File: config.mk
export PLATFORM = sky130hd
export DESIGN_NAME = event_priority_encoder
export DESIGN_NICKNAME = d
export VERILOG_FILES = /design/src/rtl/event_priority_encoder.sv
export SDC_FILE = /design/constraint.sdc
export NUM_CORES = 1
export LEC_CHECK = 0
export ABC_AREA = 0
export CAP_MARGIN = 20
export CORE_MARGIN = 4
export CORE_UTILIZATION = 43
export CTS_CLUSTER_DIAMETER = 80
export CTS_CLUSTER_SIZE = 10
export DETAILED_ROUTE_END_ITERATION = 16
export PLACE_DENSITY = 0.82
export SETUP_SLACK_MARGIN = 0.1
export SLEW_MARGIN = 15
export SYNTH_ARGS = -nofsm -noshare
export SYNTH_HDL_FRONTEND = slang
export SYNTH_SLANG_ARGS = --single-unit
File: constraint.sdc
create_clock -name clk -period 2.35 [get_ports clk]
set_clock_uncertainty 0.05 [all_clocks]
set_input_delay 0.705 -clock clk [delete_from_list [all_inputs] [get_ports clk]]
set_output_delay 0.705 -clock clk [all_outputs]
set_load 0.02 [all_outputs]
File: src/rtl/event_priority_encoder.sv
// Registered event priority encoder: latches event pulses and issues them one index at a time over valid/ready.
// Optional round-robin arbitration is enabled by defining EVENT_PRIORITY_ENCODER_ROUND_ROBIN_EN.
module event_priority_encoder #(
  parameter  int N = 8,
  localparam int W = $clog2(N)
) (
  input  logic         clk,
  input  logic         rst,
  input  logic [N-1:0] in,
  output logic [W-1:0] out,
  output logic         out_valid,
  input  logic         out_ready,
  output logic [N-1:0] pending,
  output logic         overflow
);

  typedef enum logic {
    EMPTY = 1'b0,
    FULL  = 1'b1
  } state_t;

  state_t       state;
  state_t       state_next;
  logic [N-1:0] cand;
  logic [N-1:0] grant_mask;
  logic [N-1:0] pending_next;
  logic [W-1:0] sel;
  logic         slot_free;
  logic         grant;
  logic         overflow_next;

`ifdef EVENT_PRIORITY_ENCODER_ROUND_ROBIN_EN
  logic [W-1:0] ptr;
  int           dist;
  int           best_dist;

  // Pick the set bit closest after ptr, wrapping modulo N.
  always_comb begin
    // NOTE: every variable gets a default first so no path infers a latch.
    sel       = '0;
    dist      = 0;
    best_dist = N;
    for (int i = 0; i < N; i++) begin
      dist = i - int'(ptr) - 1;
      if (dist < 0) dist = dist + N;
      if (cand[i] && (dist < best_dist)) begin
        best_dist = dist;
        sel       = W'(i);
      end
    end
  end
`else
  // Descending scan so the lowest set index is the one left in sel.
  always_comb begin
    // NOTE: every variable gets a default first so no path infers a latch.
    sel = '0;
    for (int i = N - 1; i >= 0; i--) begin
      if (cand[i]) sel = W'(i);
    end
  end
`endif

  always_comb begin
    cand       = pending | in;
    slot_free  = (state == EMPTY) || out_ready;
    grant      = slot_free && (cand != '0);
    grant_mask = '0;
    if (grant) grant_mask[sel] = 1'b1;
    pending_next  = cand & ~grant_mask;
    // A re-fired event that is granted this cycle is consumed, not merged.
    overflow_next = |(in & pending & ~grant_mask);
  end

  always_comb begin
    state_next = state;
    case (state)
      EMPTY:   if (cand != '0) state_next = FULL;
      FULL:    if (out_ready && (cand == '0)) state_next = EMPTY;
      default: state_next = EMPTY;
    endcase
  end

  // NOTE: sequential state uses non-blocking assignments so all registers update together at the edge.
  always_ff @(posedge clk or posedge rst) begin
    if (rst) state <= EMPTY;
    else     state <= state_next;
  end

  always_ff @(posedge clk or posedge rst) begin
    if (rst) begin
      out      <= '0;
      pending  <= '0;
      overflow <= 1'b0;
    end else begin
      pending  <= pending_next;
      overflow <= overflow_next;
      if (grant) out <= sel;
    end
  end

`ifdef EVENT_PRIORITY_ENCODER_ROUND_ROBIN_EN
  always_ff @(posedge clk or posedge rst) begin
    if (rst)        ptr <= W'(N - 1);
    else if (grant) ptr <= sel;
  end
`endif

  assign out_valid = (state == FULL);

endmodule

==> results of run 1 <==
final cells by class:
| cell class | count | area (um2) |
|---|---|---|
| Multi-Input combinational cell | 59 | 362 |
| Fill cell | 112 | 393 |
| Inverter | 2 | 7.51 |
| Tap cell | 16 | 20.0 |
| Clock buffer | 4 | 26.3 |
| Timing Repair Buffer | 42 | 373 |
| Sequential cell | 13 | 325 |
power breakdown:
| group | total [W] | internal, W | switching, W |
|---|---|---|---|
| clock | 0.000143 | 0.0000660 | 0.0000767 |
| combinational | 0.000102 | 0.0000492 | 0.0000528 |
| sequential | 0.000240 | 0.000232 | 0.00000831 |
| total | 0.000485 | 0.000347 | 0.000138 |
cells in the mapped netlist, drive strengths merged:
library cell / count / area [um2]
clkbuf: 1 / 3.75
a22oi: 1 / 7.51
a211o: 1 / 8.76
nor2b: 1 / 6.26
or4b: 1 / 10.0
nand2: 7 / 28.8
a21oi: 10 / 50.1
o31a: 1 / 8.76
o22ai: 1 / 6.26
a221oi: 1 / 8.76
o2111ai: 1 / 8.76
inv: 2 / 7.51
nand2b: 1 / 6.26
o2bb2ai: 1 / 8.76
nand4: 1 / 6.26
a31oi: 6 / 37.5
nor2: 14 / 55.1
o31ai: 1 / 7.51
nand3: 3 / 15.0
nor4: 4 / 55.1
dfrtp: 13 / 325
o21ai: 2 / 10.0
a32oi: 1 / 8.76
flip-flops by register name (all words and copies together) (netlist names):
name / flops
out: 3
overflow: 1
pending: 8
out_valid: 1
final timing paths:
path                         endpoint       start  cells past startpoint  slack (ns)
setup / recovery           pending[3]  pending[3]                      1        0.17
hold / removal                 out[2]      out[2]                      2        0.47
setup reg to reg             overflow  pending[3]                      5        0.53
hold reg to reg                out[2]      out[2]                      2        0.47
max in group asynchronous  pending[1]         rst                      2        1.21
min in group asynchronous  pending[6]         rst                      2        0.70
per-layer routing:
layer / vias up / routed length [um]
met3: 9 / 142
met5: - / 0
met1: 370 / 860
li1: 378 / -
met2: 37 / 1020
met4: 0 / 75
metrics by stage:
step / hold WS, ns / cell area [um2] / utilization, % / std cells / setup slack, ns
final: 0.469 / 1110 / 73.9 / 136 / 0.171
after floorplan: 0.532 / 691 / - / 75 / 0.288
after CTS: 0.472 / 1100 / 72.9 / 135 / 0.112
after global routing: 0.496 / 1110 / 73.9 / 136 / 0.115
after global placement: 0.445 / 1070 / 71.2 / 131 / -0.198
after detailed placement: 0.453 / 1070 / 71.2 / 131 / -0.219
cell families (layout without fill, tap and decap cells):
kind of cell,Yosys count,count (layout),share of synthesized area [%]
simple gates,32,32,26.5
compound gates,27,27,24.8
flops,13,13,47.1
buf+inv,3,48,1.63
repair_timing:
action | 4_1_cts | 5_1_grt
gates resized for setup | 6 | 3
setup buffers | 0 | 1
pin swaps | 0 | 2
endpoints found under the setup margin | 1 | 1
==> flow_summary.json, run 1 <==
{
  "outcome": "complete, no violations",
  "io_pins": 24,
  "wl_um": 2100,
  "synth_seq_cells": 13,
  "dpl.hpwl_um": 1560,
  "endpoint_kind": "output port",
  "worstPathArrival_ns": 1.42,
  "initialDrtViolationCount": 23,
  "top_usage_layer": "met2",
  "h-tree-depth": 1,
  "firstDrtPassIters": 4,
  "hold_path_class": "flop to flop",
  "tightest_slew_ns": 0.518,
  "fmax_mhz": 459,
  "dieArea_um2": 2310,
  "cp.required_ns": 1.59,
  "start_util_pct": 45.8,
  "final_common_cell": "buf_4",
  "grt_pass1_vias": 729,
  "cpPeakStageDelay_ns": 0.66,
  "fp.dieW_um": 48.1,
  "period_share_pct": 92.7,
  "grt.met1_usage_pct": 23.0,
  "clock_latency_ns": 0.28,
  "num_rows": 14,
  "cts.path.max_buffers": 2,
  "finalSetupViolCount": 0,
  "critPathBufInv": 1,
  "netlist_area_um2": 691,
  "core_um2": 1510,
  "grt_pass1_wl_um": 3170,
  "cts.hold.buffers_added": 0,
  "layout_min_cycle_time_ns": 2.18,
  "clock_sinks": 13,
  "antenna_found_initial": 0,
  "portBuffers": 23,
  "die-height_um": 48.1,
  "drc": 0,
  "grt-ovfl-total": 0,
  "yosysSeqAreaShare_pct": 47.1,
  "grtUsageMet2_pct": 34.6,
  "critPathKind": "flop to output port",
  "via_per_inst": 5.84,
  "crit_slowest_cell": "clkdlybuf4s50_1",
  "report.final.slew_viol_count": 0,
  "numCtsBuffers": 3,
  "synth_cell_types": 26,
  "syn_to_final_growth_pct": 61.2,
  "timing.slew.headroom_pct": 65.4,
  "p_per_area_nw_per_um2": 435,
  "synthCells": 75,
  "syn_area_per_cell_um2": 9.21,
  "antenna_cells": 0,
  "crit_family": "buffers and inverters",
  "tritoncts": "yes",
  "maxCapViolCount": 0,
  "grt_max_degree": 14,
  "final_cell_mix": "buf_4, clkdlybuf4s50_1, dfrtp_1",
  "synth_fp_nets": 86,
  "setup_tns_ns": 0,
  "nets": 132,
  "place_congestion": 0.873,
  "clk_pin_slew_worst_paths_ns": 0.08,
  "startpoint_type": "flop",
  "grt_usage_pct": 20.1,
  "ant_nets": 0,
  "ir_worst_vdd_uv": 333,
  "cts_root_buf": "clkbuf_4",
  "use_met3_pct": 4.51,
  "crit_path_max_fanout": 5,
  "yosys_warnings": 0,
  "num_vias": 794,
  "rsz0062_at_grt": "no",
  "drive_gt1_share_pct": 24.2,
  "leakagePower_nw": 0.460,
  "wl_per_cell_um": 15.4,
  "power_w": 0.000485,
  "hold_viol_final": 0,
  "path_cells": "clkdlybuf4s50_1"
}
No activity file was read; power rests on OpenSTA's default activity.
==> run 2: changes to the inputs <==
--- a/config.mk
+++ b/config.mk
@@ -12,6 +12,7 @@
 export CTS_CLUSTER_DIAMETER = 80
 export CTS_CLUSTER_SIZE = 10
 export DETAILED_ROUTE_END_ITERATION = 16
+export GPL_ROUTABILITY_DRIVEN = 0
 export PLACE_DENSITY = 0.82
 export SETUP_SLACK_MARGIN = 0.1
 export SLEW_MARGIN = 15
==> results of run 2 <==
No change in the layout: final DEF, timing and power equal those of run 1.
